--- src/rtl/data_mem_loader.sv ---
// -----------------------------------------------------------------------------
// data_mem_loader
//
// Fill stage for the dual-read data memory pair. Accepts a byte stream over a
// valid/ready handshake, packs bytes little-endian into DATA_WIDTH words and
// drives the shared memory write port with an auto-incrementing address.
// Used to preload data memory from a host link before the CPU is released,
// and to reload tables at run time while the CPU is held.
//
// Optional feature macro: DATA_MEM_LOADER_CHECKSUM_EN
//   defined     -> checksum is the 16-bit wrapping sum of every accepted byte
//                  of the current/last load (cleared when a load starts)
//   not defined -> checksum is tied to zero
//
// Ports:
//   clk          system clock
//   reset        synchronous, active-high reset
//   start        one-cycle load request, honoured only when idle
//   start_addr   first word address of the load
//   word_count   number of words to load (0 allowed, clamps to 2^ADDR_WIDTH)
//   in_data      stream byte
//   in_valid     stream byte available
//   in_ready     loader takes the byte this cycle
//   mem_addr_w   memory write address
//   mem_data_in  memory write data
//   mem_we       memory write enable (one cycle per assembled word)
//   busy         load in progress
//   done         one-cycle pulse when the load completes
//   checksum     byte sum of the current/last load
// -----------------------------------------------------------------------------
module data_mem_loader #(
    parameter int DATA_WIDTH = 32,
    parameter int ADDR_WIDTH = 12
) (
    input  logic                  clk,
    input  logic                  reset,
    input  logic                  start,
    input  logic [ADDR_WIDTH-1:0] start_addr,
    input  logic [ADDR_WIDTH:0]   word_count,
    input  logic [7:0]            in_data,
    input  logic                  in_valid,
    output logic                  in_ready,
    output logic [ADDR_WIDTH-1:0] mem_addr_w,
    output logic [DATA_WIDTH-1:0] mem_data_in,
    output logic                  mem_we,
    output logic                  busy,
    output logic                  done,
    output logic [15:0]           checksum
);

    localparam int BYTES  = DATA_WIDTH / 8;
    localparam int LANE_W = (BYTES > 1) ? $clog2(BYTES) : 1;

    localparam logic [LANE_W-1:0]   LAST_LANE = LANE_W'(BYTES - 1);
    localparam logic [LANE_W-1:0]   LANE_ONE  = LANE_W'(1);
    localparam logic [ADDR_WIDTH-1:0] ADDR_ONE = ADDR_WIDTH'(1);
    localparam logic [ADDR_WIDTH:0] CNT_ONE   = (ADDR_WIDTH + 1)'(1);
    localparam logic [ADDR_WIDTH:0] CNT_ZERO  = (ADDR_WIDTH + 1)'(0);
    localparam logic [ADDR_WIDTH:0] CNT_MAX   = {1'b1, {ADDR_WIDTH{1'b0}}};

    typedef enum logic [1:0] {
        ST_IDLE  = 2'd0,
        ST_RECV  = 2'd1,
        ST_WRITE = 2'd2,
        ST_DONE  = 2'd3
    } state_t;

    // Requests larger than the whole address space are cut to one full pass.
    function automatic logic [ADDR_WIDTH:0] clamp_count(input logic [ADDR_WIDTH:0] cnt);
        logic [ADDR_WIDTH:0] res;
        if (cnt > CNT_MAX) begin
            res = CNT_MAX;
        end else begin
            res = cnt;
        end
        return res;
    endfunction

    state_t                  state_d,       state_q;
    logic [ADDR_WIDTH-1:0]   addr_d,        addr_q;
    logic [ADDR_WIDTH:0]     remaining_d,   remaining_q;
    logic [LANE_W-1:0]       lane_d,        lane_q;
    logic [DATA_WIDTH-1:0]   word_d,        word_q;
    logic                    in_ready_d,    in_ready_q;
    logic [ADDR_WIDTH-1:0]   mem_addr_w_d,  mem_addr_w_q;
    logic [DATA_WIDTH-1:0]   mem_data_in_d, mem_data_in_q;
    logic                    mem_we_d,      mem_we_q;
    logic                    busy_d,        busy_q;
    logic                    done_d,        done_q;

    logic                    start_acc_s;
    logic                    byte_acc_s;
    logic [ADDR_WIDTH:0]     count_clamped_s;

    assign start_acc_s     = (state_q == ST_IDLE) && start;
    assign byte_acc_s      = (state_q == ST_RECV) && in_valid && in_ready_q;
    assign count_clamped_s = clamp_count(word_count);

    // Next-state, counters, word assembly and next values of the registered outputs.
    always_comb begin
        state_d       = state_q;
        addr_d        = addr_q;
        remaining_d   = remaining_q;
        lane_d        = lane_q;
        word_d        = word_q;
        mem_addr_w_d  = mem_addr_w_q;
        mem_data_in_d = mem_data_in_q;
        in_ready_d    = 1'b0;
        mem_we_d      = 1'b0;
        busy_d        = 1'b0;
        done_d        = 1'b0;

        case (state_q)
            ST_IDLE: begin
                if (start_acc_s) begin
                    addr_d      = start_addr;
                    remaining_d = count_clamped_s;
                    lane_d      = {LANE_W{1'b0}};
                    if (count_clamped_s != CNT_ZERO) begin
                        state_d = ST_RECV;
                    end else begin
                        state_d = ST_DONE;
                    end
                end else begin
                    state_d = ST_IDLE;
                end
            end
            ST_RECV: begin
                if (byte_acc_s) begin
                    // Drop the byte into its lane; other lanes keep their bytes.
                    for (int i = 0; i < BYTES; i++) begin
                        word_d[8*i +: 8] = (lane_q == LANE_W'(i)) ? in_data : word_q[8*i +: 8];
                    end
                    if (lane_q == LAST_LANE) begin
                        lane_d        = {LANE_W{1'b0}};
                        state_d       = ST_WRITE;
                        mem_addr_w_d  = addr_q;
                        mem_data_in_d = word_d;
                    end else begin
                        lane_d  = lane_q + LANE_ONE;
                        state_d = ST_RECV;
                    end
                end else begin
                    state_d = ST_RECV;
                end
            end
            ST_WRITE: begin
                // Address wraps naturally at 2^ADDR_WIDTH.
                addr_d      = addr_q + ADDR_ONE;
                remaining_d = remaining_q - CNT_ONE;
                if (remaining_q == CNT_ONE) begin
                    state_d = ST_DONE;
                end else begin
                    state_d = ST_RECV;
                end
            end
            ST_DONE: begin
                state_d = ST_IDLE;
            end
            default: begin
                state_d = ST_IDLE;
            end
        endcase

        // Outputs are registered, so they are decoded from the state being entered.
        in_ready_d = (state_d == ST_RECV);
        mem_we_d   = (state_d == ST_WRITE);
        busy_d     = (state_d == ST_RECV) || (state_d == ST_WRITE);
        done_d     = (state_d == ST_DONE);
    end

    // State, counters, word buffer and registered outputs.
    always_ff @(posedge clk) begin
        if (reset) begin
            state_q       <= ST_IDLE;
            addr_q        <= {ADDR_WIDTH{1'b0}};
            remaining_q   <= {(ADDR_WIDTH + 1){1'b0}};
            lane_q        <= {LANE_W{1'b0}};
            word_q        <= {DATA_WIDTH{1'b0}};
            in_ready_q    <= 1'b0;
            mem_addr_w_q  <= {ADDR_WIDTH{1'b0}};
            mem_data_in_q <= {DATA_WIDTH{1'b0}};
            mem_we_q      <= 1'b0;
            busy_q        <= 1'b0;
            done_q        <= 1'b0;
        end else begin
            state_q       <= state_d;
            addr_q        <= addr_d;
            remaining_q   <= remaining_d;
            lane_q        <= lane_d;
            word_q        <= word_d;
            in_ready_q    <= in_ready_d;
            mem_addr_w_q  <= mem_addr_w_d;
            mem_data_in_q <= mem_data_in_d;
            mem_we_q      <= mem_we_d;
            busy_q        <= busy_d;
            done_q        <= done_d;
        end
    end

`ifdef DATA_MEM_LOADER_CHECKSUM_EN
    logic [15:0] checksum_d, checksum_q;

    // Running byte sum, restarted by an accepted start.
    always_comb begin
        checksum_d = checksum_q;
        if (start_acc_s) begin
            checksum_d = 16'h0000;
        end else if (byte_acc_s) begin
            checksum_d = checksum_q + {8'h00, in_data};
        end else begin
            checksum_d = checksum_q;
        end
    end

    // Checksum register.
    always_ff @(posedge clk) begin
        if (reset) begin
            checksum_q <= 16'h0000;
        end else begin
            checksum_q <= checksum_d;
        end
    end

    assign checksum = checksum_q;
`else
    assign checksum = 16'h0000;
`endif

    assign in_ready    = in_ready_q;
    assign mem_addr_w  = mem_addr_w_q;
    assign mem_data_in = mem_data_in_q;
    assign mem_we      = mem_we_q;
    assign busy        = busy_q;
    assign done        = done_q;

endmodule

--- config.mk ---
export PLATFORM = sky130hd
export DESIGN_NAME = data_mem_loader
export DESIGN_NICKNAME = d
export VERILOG_FILES = /design/src/rtl/data_mem_loader.sv
export SDC_FILE = /design/constraint.sdc
export NUM_CORES = 1
export LEC_CHECK = 0
export ABC_CLOCK_PERIOD_IN_PS = 1900
export CAP_MARGIN = 15
export CORE_ASPECT_RATIO = 1.75
export CORE_MARGIN = 5
export CORE_UTILIZATION = 46
export CTS_CLUSTER_DIAMETER = 120
export DETAILED_ROUTE_END_ITERATION = 10
export GPL_TIMING_DRIVEN = 0
export PLACE_DENSITY = 0.76
export RECOVER_POWER = 50
export SLEW_MARGIN = 20
export SYNTH_ARGS = -nofsm -noshare
export SYNTH_HDL_FRONTEND = slang
export SYNTH_SLANG_ARGS = --single-unit
--- constraint.sdc ---
create_clock -name clk -period 1.9 [get_ports clk]
set_input_delay 0.475 -clock clk [delete_from_list [all_inputs] [get_ports clk]]
set_output_delay 0.475 -clock clk [all_outputs]
set_load 0.02 [all_outputs]
[After elaboration in Yosys (flattened, before gate mapping)]
Index checks and enable logic that the tools add are counted.
Storage, ports and cells
  register bits after elaboration: 109
  bits of input ports: 37
  output and inout bits: 64
Cells by class
  add/sub/neg operators: 3
  magnitude comparators: 1
  equality and inequality tests: 12
  multiplexer cells: 19
  reduce and logical (&&, ||, !) cells: 13
Operators with widths (number)
  $mux W8: 4
  $mux W13: 2
  $pmux W13 S2: 1
  $pmux W12 S2: 1
  $mux W2: 8
  $eq A13 B1 Y1 const B: 1
  $gt A13 B13 Y1 const B: 1
  $reduce_bool A13 Y1: 1
  $sub A13 B1 Y13 const B: 1
  $add A12 B1 Y12 const B: 1
  $eq A2 B2 Y1 const B: 6
  $mux W12: 1
  $pmux W2 S4: 1
  $eq A2 B1 Y1 const B: 3
  $reduce_and A3 Y1: 2
  $logic_not A2 Y1: 2
  $ne A2 B2 Y1 const B: 2
  $pmux W2 S2: 1
  $reduce_and A2 Y1: 2
  $reduce_bool A2 Y1: 2
  $logic_and A1 B1 Y1: 3
  $add A2 B1 Y2 const B: 1
  $logic_or A1 B1 Y1: 1

[Longest topological paths before layout]
Gate-level depths: netlist of run 1.
  depth in word-level cells: 8
  gate-level depth with buffers: 9

[Least setup slack after synthesis of run 1]
Ideal clock, no wire load.
  path type: input to register
  start point: input port in_valid
  end point: register done_q (netlist: done)
  data arrival time: 1811 ps
  path slack: -39 ps
  stages: 9
  buffers on the path: 3
  cells stage by stage: and4b_1 -> clkbuf_1 -> and2_1 -> clkbuf_1 -> buf_2 -> a211oi_2 -> inv_1 -> ha_1 -> nor2b_1
On the way
  word-level cells in the longest chain between the ends: 5
RTL lines
  from (decl): RTL line 41  | input logic in_valid,
  $logic_and A1 B1 Y1 (2 in a row): RTL line 96  | assign byte_acc_s = (state_q == ST_RECV) && in_valid && in_ready_q;
  $mux W2: RTL line 129  | if (byte_acc_s) begin
  $pmux W2 S4: RTL line 113  | case (state_q)
  named net state_d[1]: RTL line 79  | state_t state_d, state_q;
  $eq A2 B2 Y1: RTL line 169  | done_d = (state_d == ST_DONE);
  named net done_d: RTL line 89  | logic done_d, done_q;
  to (signal assigned): RTL line 197  | done_q <= done_d;
  to (decl): RTL line 89
The timed path passes the listed nets, and every way through them passes these cells.
A chain may end at the register's enable or synchronous reset.

[Final worst setup path of run 1]
  start point: input port word_count[9]
  end point: register busy_q (netlist: busy)
On the way
  word-level cells in the longest chain between the ends: 8
  elaborated cells on any way between the ends: 9
  those cells by class: 1 x order compare; 2 x eq/ne; 4 x mux; 2 x reduce/logical
RTL lines
  from (decl): RTL line 39  | input logic [ADDR_WIDTH:0] word_count,
  $gt A13 B13 Y1: RTL line 71  | if (cnt > CNT_MAX) begin
  $mux W13 *: RTL line 71
  $reduce_bool A13 Y1 *: RTL line 119  | if (count_clamped_s != CNT_ZERO) begin
  $mux W2 *: RTL line 119
  $mux W2 *: RTL line 115  | if (start_acc_s) begin
  $pmux W2 S4 *: RTL line 113
  $eq A2 B1 Y1 / $eq A2 B2 Y1 (equally long branches): RTL line 168  | busy_d = (state_d == ST_RECV) || (state_d == ST_WRITE);
  $logic_or A1 B1 Y1 *: RTL line 168
  to (signal assigned): RTL line 196  | busy_q <= busy_d;
  to (decl): RTL line 88  | logic busy_d, busy_q;
Every way passes the cells marked *; elsewhere a longest branch is shown, timed or not.

==> results of run 1 <==
[cell usage after synthesis, types with 3 or more instances]
| cell type | n |
|---|---|
| nand2b_1 | 3 |
| buf_4 | 16 |
| nand4_1 | 5 |
| clkbuf_1 | 30 |
| nand3_1 | 39 |
| a22oi_1 | 3 |
| or4_4 | 3 |
| inv_1 | 10 |
| nor2_1 | 47 |
| a2bb2oi_1 | 3 |
| nor3_1 | 4 |
| buf_2 | 15 |
| o21ai_0 | 5 |
| a311oi_1 | 3 |
| dfxtp_1 | 101 |
| or4_1 | 4 |
| nor4_1 | 5 |
| or3_1 | 7 |
| a21oi_1 | 66 |
| a211oi_1 | 27 |
| o211ai_1 | 5 |
| a31oi_1 | 11 |
| ha_1 | 10 |
| mux2i_1 | 25 |
| nor2b_1 | 4 |
| nand2_1 | 89 |
[cells in the final DEF (no fill, tap or decap), types with 7 or more instances in the layout]
master | netlist | routed
buf_4 | 16 | 24
clkbuf_2 | 0 | 7
or3_1 | 7 | 7
clkbuf_1 | 30 | 19
ha_1 | 10 | 8
nor2_1 | 47 | 47
a31oi_1 | 11 | 10
dfxtp_1 | 101 | 100
clkdlybuf4s50_1 | 0 | 69
a211oi_1 | 27 | 26
conb_1 | 1 | 16
nand3_1 | 39 | 39
inv_1 | 10 | 9
a21oi_1 | 66 | 66
nand2_1 | 89 | 88
clkbuf_16 | 0 | 9
mux2i_1 | 25 | 25
buf_2 | 15 | 11
[power by group]
group	switching (mW)	leakage (nW)	internal, mW
sequential	0.0511	0.818	2.16
clock	0.792	0.156	1.10
combinational	0.288	1.24	0.209
total	1.13	2.22	3.46
[kinds of logic after synthesis]
| kind of cell | share of synthesized area |
|---|---|
| DFF | 0.4286 |
| adders and majority gates | 0.02653 |
| AOI/OAI and AO/OA | 0.1785 |
| muxes | 0.05782 |
| buffers and inverters | 0.07401 |
| other | 0.0007950 |
| xor gates and xnor gates | 0.005571 |
| and+or+nand+nor | 0.2281 |
[cell type report]
type	instances	area [sq um]	area share
multi-input combinational	416	2505	0.4006
inverter	10	37.54	0.006004
tap	127	158.9	0.02542
timing repair buffer	91	878.3	0.1405
clock inverter	5	57.56	0.009206
sequential	101	2023	0.3236
clock buffer	11	252.7	0.04042
buffer	58	339.1	0.05423
[state kept, by name (all words and copies together) (netlist names)]
name / cells
mem_data_in: 32
word_q: 24
remaining_q: 13
addr_q: 12
mem_addr_w: 12
lane_q: 2
state_q: 2
busy: 1
done: 1
in_ready: 1
mem_we: 1
[critical path: cells and delay by family]
kind / cells / cell delay [ps]
buf+inv: 2 / 360
compound gates: 1 / 80
simple gates: 3 / 910
fa+ha+maj: 1 / 240
[through the flow]
| stage | util | instances | hold slack [ps] | area (sq um) | total power [mW] |
|---|---|---|---|---|---|
| 2_1_floorplan | - | 589 | 435.7 | 4773 | 2.516 |
| 3_3_place_gp | 0.5663 | 799 | 441.4 | 5763 | 2.710 |
| 3_5_place_dp | 0.5663 | 799 | 446.6 | 5763 | 2.718 |
| 4_1_cts | 0.6102 | 818 | 455.2 | 6210 | 4.603 |
| 5_1_grt | 0.6143 | 819 | 458.2 | 6252 | 4.758 |
| 6_report | 0.6143 | 819 | 449.2 | 6252 | 4.594 |
[metal layers]
metal  vias up  GRT usage
met5         -          0
met4         0     0.1264
met3        40    0.03557
met2       178     0.4443
met1      2183     0.2391
li1       2225          -
[worst paths after layout]
path                                        to                          from  slack, ps
hold reg to reg   mem_data_in[24]$_SDFFE_PP0P_  mem_data_in[24]$_SDFFE_PP0P_        450
setup reg to reg               busy$_SDFF_PP0_   remaining_q[7]$_SDFFE_PP0P_         60
hold / removal    remaining_q[11]$_SDFFE_PP0P_                word_count[11]        450
setup / recovery               busy$_SDFF_PP0_                 word_count[9]         40
[repair_timing]
item | CTS | global route
setup endpoints to repair | 90 | 29
buffers inserted | 5 | 3
endpoints found under the hold margin | 0 | 0
gates resized for setup | 49 | 19
pin swaps | 9 | 4
==> metrics.cfg, run 1 <==
[timing]
finalCritPeriodShare=0.9789
slew_violations=0
setup-violations-final=0
clock_skew_ps=5.944
min_period_ps=1860
tightest_slew_ps=696.7
layout_setup_ws_ps=40.16
rsz0062_at_grt=yes
max_freq_mhz=537.7
finalHoldViolCount=0
slew_headroom=0.5346
fin_setup_tns_ps=0

[cts]
htreeDepth=3
cts_tree=yes
clkLatencyLatePin_ps=350
path_clk_slew_ps=70
clockBufferDepth=2
cts_sinks=101
hold_buffers=0
cts-root-buf=clkbuf_16
numCtsBuffers=9

[synthesis]
ys_seq_area_frac=0.4286
synth_async_sr_flop_share=0
ys_top_cells_by_area=dfxtp_1, nand2_1, a21oi_1
synth_top_cell_by_area=dfxtp_1
syn_avg_cell_area_sq_um=8.218
syn_area_sq_mm=0.004717
yosysWarnings=0
synth.distinct_cells=52
ys_seq_elements=101
synth_flop_cell=dfxtp_1
synth-edff-count=0
synthCells=574
synth_top_area_share=0.4286

[run_status]
status=finished clean

[global_route]
grt_pass1_wl_microns=22740
grt_max_degree=17
grt_antenna_before_repair=0
grt-ovfl-total=0
grt_pass1_vias=4562
grtUsageTotal=0.2342

[setup_path]
critical_path.max_fanout=3
cp_slowest_cell=or4_4
cp.required_ps=2110
worstPathArrival_ps=2070
cpPeakStageDelay_ps=530
startpoint_type=input port
crit_chain=clkdlybuf4s15_1 -> or4_4 -> nor4_4 -> a211oi_4 -> buf_4 -> ha_4 -> nor2_1
cp-end-kind=flop
worst-setup-path-type=in -> reg
r2r_cells=6

[placement]
port_buffers=83
place.gp.congestion=0.9280
pre_cts_slack_ps=-852.0
dp_hpwl_microns=10840

[die]
core_sq_mm=0.01018
rows=49
io_pins=101
die_h_microns=144.0
dieArea_sq_mm=0.01246
initial_core_util=0.4635
die_w_microns=86.55

[cells_and_area]
fillers=930
diodes=0
drive_above_1_share=0.1286
nets=734
area_growth_pct=32.55

[route]
drt_first_pass_iters=7
drtAntennaViolNets=0
wirelength_microns=14170
wl_per_cell_microns=17.30
viasPerCell=5.648
wl_met1_microns=4806
drc=0
wl_met2_microns=7939
routed.top_layer=met4
drtIter0Drc=225
vias=4626
wl_met3_microns=766

[pwr]
powerDensity_mw_per_mm2=734.7
vdd_drop_max_uv=514.3
leakage_nw=2.219

[hold_path]
worstHoldPathCells=3
hold_class=in -> reg

[flow_run]
cap_viol_max_count=0

Note: power is estimated with default switching activity, not from simulation.
==> run 2, diff against run 1 <==
ABC_CLOCK_PERIOD_IN_PS = 2330   (was 1900)
CORE_UTILIZATION = 55   (was 46)
HOLD_SLACK_MARGIN = 0.03   (was default)
PLACE_DENSITY = 0.85   (was 0.76)
clock period = 2.33 ns   (was 1.9 ns; I/O delays follow)
==> metrics.cfg, run 2 (synthesis gave the netlist of run 1 again) <==
[cells_and_area]
drive_above_1_share=0.08721  ; -0.04140
mostFrequentLayoutCells=dfxtp_1, nand2_1, a21oi_1, dlygate4sd3_1, nor2_1
layout.cells.non_filler=803  ; -2.0%
final_common_cell=dfxtp_1
finish.utilization=0.7273  ; +0.1129
diodes=0  ; unchanged
largest_register_ff_count=32  ; unchanged
area_growth_pct=29.02
nets=730  ; -0.54%

[global_route]
grt_antenna_before_repair=0  ; unchanged
grtUsageTotal=0.2578  ; +0.02361
grt_pass1_vias=4423  ; -3.0%
grt-ovfl-total=0  ; unchanged
top_usage_layer=met2
grtUsageMet3=0.04626  ; +0.01069
met2_usage=0.4682  ; +0.02386
grt_pass1_wl_microns=21510  ; -5.4%
use_met1=0.2775  ; +0.03840
grt_max_degree=18  ; +1

[die]
die_h_microns=132.5  ; -8.0%
die_w_microns=80.01  ; -7.6%
io_pins=101  ; unchanged
dieArea_sq_mm=0.01060  ; -15%
rows=44  ; -10%
core_sq_mm=0.008368  ; -18%
initial_core_util=0.5637  ; +0.1002

[run_status]
status=finished clean

[route]
drc=0  ; unchanged
drtAntennaViolNets=0  ; unchanged
viasPerCell=5.765  ; +2.1%
drtIter0Drc=247  ; +9.8%
wl_per_cell_microns=16.73  ; -3.3%
drt_first_pass_iters=5  ; -2
vias=4629  ; +0.065%
wirelength_microns=13430  ; -5.2%

[hold_path]
hold_class=reg -> reg

[setup_path]
startpoint_type=input port
cp.required_ps=2540  ; +430 ps
cp-end-kind=flop
critical_path.max_fanout=9  ; +6
worstPathArrival_ps=2460  ; +390 ps
worst-setup-path-type=in -> reg

[timing]
slew_headroom=0.5310  ; -0.003638
slew_violations=0  ; unchanged
clock_skew_ps=6.830  ; +0.8854 ps
setup-violations-final=0  ; unchanged
max_freq_mhz=444.1
rsz0062_at_grt=no
finalHoldViolCount=0  ; unchanged
finalCritPeriodShare=0.9663
tightest_slew_ps=702.1  ; +5.446 ps
min_period_ps=2252

[placement]
port_buffers=83  ; unchanged
place_inst=787  ; -1.5%
dp_hpwl_microns=10190  ; -6.0%
place.gp.congestion=0.9390  ; +1.2%

[pwr]
vdd_drop_max_uv=420.8  ; -18%
power_frac_comb=0.107  ; about the same
total_power_mw=3.620  ; -21%
p_int_mw=2.687  ; -22%
seq_power_share=0.496  ; +0.015
p_sw_frac=0.2577  ; +0.01143
leakage_nw=2.287  ; +3.1%
p_switching_mw=0.9329  ; -18%
clockPowerShare=0.397  ; -0.014
powerDensity_mw_per_mm2=594.8  ; -19%

[cts]
cts_sinks=101  ; unchanged
cts_tree=yes
path_clk_slew_ps=70  ; about the same
numCtsBuffers=9  ; unchanged
clockBufferDepth=2  ; unchanged
clkLatencyLatePin_ps=350  ; about the same
cts-root-buf=clkbuf_16
htreeDepth=3  ; unchanged

[flow_run]
cap_viol_max_count=0  ; unchanged

## run 2: power groups by stage
stage / logic, mW / clock network, mW / registers (mW)
floorplan: 0.224 / 0 / 1.83
global placement: 0.368 / 0 / 1.83
detailed placement: 0.375 / 0 / 1.84
CTS: 0.382 / 1.44 / 1.80
global route: 0.417 / 1.53 / 1.80
finish: 0.387 / 1.44 / 1.80
## run 2: what timing repair did
item | 4_1_cts | 5_1_grt
setup buffers | 0 | 1
hold buffers | 0 | 0
pin swaps | 0 | 2
resized for setup | 8 | 6
setup endpoints to repair | 4 | 21
endpoints found under the hold margin | 0 | 0
## run 2: final cells by class
cell class,count,area [sq um]
Timing Repair Buffer,84,840.8
Clock inverter,5,42.54
Multi-Input combinational cell,416,2440
Sequential cell,101,2022
Inverter,10,37.54
Fill cell,697,2282
Tap cell,115,143.9
Buffer,61,316.6
Clock buffer,11,242.7
## run 2: stage by stage
stage / setup TNS (ps) / hold slack [ps] / setup WS (ps) / cell area (sq um)
global route: 0 / 469.0 / 4.196 / 6086
floorplan: 0 / 435.7 / 283.6 / 4773
CTS: 0 / 457.1 / 1.526 / 6078
global placement: -13500 / 441.2 / -542.0 / 5748
finish: 0 / 455.8 / 78.47 / 6086
detailed placement: -15810 / 447.3 / -571.7 / 5748
## run 2: worst max-delay path: stages
cell	delay, ps
clkdlybuf4s50_1	460
and4b_1	190
clkbuf_1	220
nand2_1	110
buf_2	220
a31oi_4	260
inv_1	90
ha_1	280
nor2_1	40
## run 2: worst paths after layout
check / slack, ps / end / cells after the start / from
setup / recovery: 80 / busy$_SDFF_PP0_ / 9 / in_valid
hold / removal: 460 / word_q[3]$_SDFFE_PP0P_ / 2 / word_q[3]$_SDFFE_PP0P_
setup reg to reg: 200 / addr_q[8]$_SDFFE_PP0P_ / 6 / state_q[1]$_SDFF_PP0_
hold reg to reg: 460 / word_q[3]$_SDFFE_PP0P_ / 2 / word_q[3]$_SDFFE_PP0P_
## run 2: layer usage
metal / part of all wire / vias up
met2: 0.55 / 197
met1: 0.36 / 2178
met4: 0.032 / 0
li1: - / 2217
met5: 0 / -
met3: 0.063 / 37
==> run 3, diff against run 2 <==
SETUP_SLACK_MARGIN = 0.2   (was default)
SLEW_MARGIN = 30   (was 20)
==> metrics.cfg, run 3 (synthesis gave the netlist of run 1 again) <==
[run_status]
status=finished clean

[timing]
min_period_ps=2170  ; -81.88 ps
setup-violations-final=0  ; unchanged
finalHoldViolCount=0  ; unchanged
rsz0062_at_grt=yes
slew_violations=0  ; unchanged
finalCritPeriodShare=0.9312  ; -0.03514
slew_headroom=0.5192  ; -0.01178
hold_slack_ps=455.4  ; -0.3750 ps
tightest_slew_ps=719.8  ; +17.64 ps
max_freq_mhz=460.9  ; +3.8%
layout_setup_ws_ps=160.4  ; +81.88 ps
clock_skew_ps=8.888  ; +2.059 ps

[setup_path]
startpoint_type=flop
cp_slowest_cell=mux2_1
cp.required_ps=2600  ; +60 ps
r2r_cells=6  ; unchanged
worstPathArrival_ps=2440  ; -20 ps
cp_top_family=buffers and inverters
crit_chain=clkbuf_1 -> nor2b_1 -> buf_2 -> nand4_1 -> mux2_1 -> a21oi_1
cpPeakStageDelay_ps=380  ; -80 ps
r2r-start=state_q[1]$_SDFF_PP0_
worst-setup-path-type=reg -> reg
cp-end-kind=flop
critical_path.max_fanout=10  ; +1
reg2reg_slack_ps=160  ; -40 ps
r2r-end=addr_q[8]$_SDFFE_PP0P_
crit_buf_inv=2  ; -2

[route]
drt_first_pass_iters=7  ; +2
drtAntennaViolNets=0  ; unchanged
vias=4650  ; +0.45%
wirelength_microns=13630  ; +1.5%
drc=0  ; unchanged
viasPerCell=5.762  ; about the same
wl_per_cell_microns=16.89  ; +0.96%
drtIter0Drc=245  ; -0.81%

[cells_and_area]
largest_register_ff_count=32  ; unchanged
area_growth_pct=30.40
final_common_cell=dfxtp_1
layout.cells.non_filler=807  ; +0.50%
mostFrequentLayoutCells=dfxtp_1, nand2_1, a21oi_1, clkdlybuf4s50_1, nor2_1
nets=734  ; +0.55%
diodes=0  ; unchanged
fillers=687  ; -1.4%
finish.utilization=0.7350  ; +0.007775
drive_above_1_share=0.09393  ; +0.006721

[placement]
port_buffers=83  ; unchanged
place_inst=787  ; unchanged
dp_hpwl_microns=10190  ; unchanged
place.gp.congestion=0.9390  ; unchanged
pre_cts_slack_ps=-571.7  ; unchanged

[global_route]
grt_antenna_before_repair=0  ; unchanged
grtUsageTotal=0.2584  ; +0.0005527
grt_pass1_vias=4442  ; +0.43%
grt_pass1_wl_microns=21540  ; +0.13%
grt-ovfl-total=0  ; unchanged
grt_max_degree=18  ; unchanged

[pwr]
powerDensity_mw_per_mm2=590.0  ; -0.81%
p_switching_mw=0.9392  ; +0.67%
total_power_mw=3.629  ; +0.25%
vdd_drop_max_uv=417.9  ; -0.69%
seq_power_share=0.495  ; about the same
clockPowerShare=0.397  ; about the same
p_int_mw=2.690  ; +0.11%
leakage_nw=2.244  ; -1.9%
power_frac_comb=0.108  ; about the same
p_sw_frac=0.2588  ; +0.001070

[die]
die_h_microns=132.5  ; unchanged
core_sq_mm=0.008368  ; unchanged
initial_core_util=0.5637  ; unchanged
dieArea_sq_mm=0.01060  ; unchanged
die_w_microns=80.01  ; unchanged
io_pins=101  ; unchanged
rows=44  ; unchanged

[cts]
clkLatencyLatePin_ps=350  ; about the same
cts_sinks=101  ; unchanged
hold_buffers=0  ; unchanged
cts-root-buf=clkbuf_16
path_clk_slew_ps=70  ; about the same
numCtsBuffers=9  ; unchanged
cts_tree=yes
clockBufferDepth=2  ; unchanged
htreeDepth=3  ; unchanged

[hold_path]
worstHoldPathCells=2  ; unchanged
hold_class=reg -> reg
min_to=word_q[3]$_SDFFE_PP0P_
hold_start=word_q[3]$_SDFFE_PP0P_

[flow_run]
cap_viol_max_count=0  ; unchanged

==> run 3: cell types whose count changed in the layout (fill, tap and decap cells not counted), moves of 2 or more <==
| cell | before | now |
|---|---|---|
| dlygate4sd3_1 | 48 | 21 |
| clkdlybuf4s50_1 | 34 | 55 |
| buf_2 | 14 | 10 |
| dlymetal6s2s_1 | 1 | 5 |
| buf_4 | 17 | 20 |
| clkbuf_1 | 28 | 31 |
| dlygate4sd2_1 | 0 | 2 |
==> run 3: per-layer routing <==
metal	part of all wire	global-route usage
met2	0.54	0.4649
met4	0.040	0.1382
met1	0.36	0.2762
met5	0	0
met3	0.067	0.04762
==> run 3: tightest hold or removal path: stages, from the launching register on <==
cell     delay, ps
dfxtp_1        310
nand2_1         50
a21oi_1         50
==> run 3: timing repair <==
item,4_1_cts,5_1_grt
endpoints found under the setup margin,51,21
buffers inserted,1,3
hold endpoints to repair,0,0
gates resized for setup,20,10
cloned,0,0
pin swaps,5,7
==> run 3: stage by stage <==
step	cell area, sq um	TNS (ps)
4_1_cts	6115	0
6_report	6151	0
3_3_place_gp	5748	-13500
2_1_floorplan	4773	0
3_5_place_dp	5748	-15810
5_1_grt	6151	0
==> run 3: cell type report <==
type / instances / area [sq um] / share of cell area
plain buffers: 62 / 332.8 / 0.05411
clock buffers: 11 / 242.7 / 0.03946
clock inverters: 5 / 42.54 / 0.006916
inverters: 10 / 37.54 / 0.006103
multi-input cells: 416 / 2459 / 0.3997
flip-flops and latches: 101 / 2022 / 0.3287
well taps: 115 / 143.9 / 0.02339
repair buffers: 87 / 870.8 / 0.1416
==> run 3: worst max path at each step <==
stage	cells after the start	slack, ps	start	endpoint
floorplan	9	280	in_valid	done$_SDFF_PP0_
global placement	9	-540	in_valid	busy$_SDFF_PP0_
detailed placement	9	-570	in_valid	busy$_SDFF_PP0_
CTS	6	140	word_count[10]	busy$_SDFF_PP0_
global route	6	80	start	remaining_q[6]$_SDFFE_PP0P_
finish	6	160	state_q[1]$_SDFF_PP0_	addr_q[8]$_SDFFE_PP0P_
==> run 3: power groups by stage <==
stage	registers, mW	clock network (mW)	logic, mW
floorplan	1.83	0	0.224
global route	1.80	1.53	0.422
finish	1.80	1.44	0.393
detailed placement	1.84	0	0.375
global placement	1.83	0	0.368
CTS	1.80	1.44	0.383
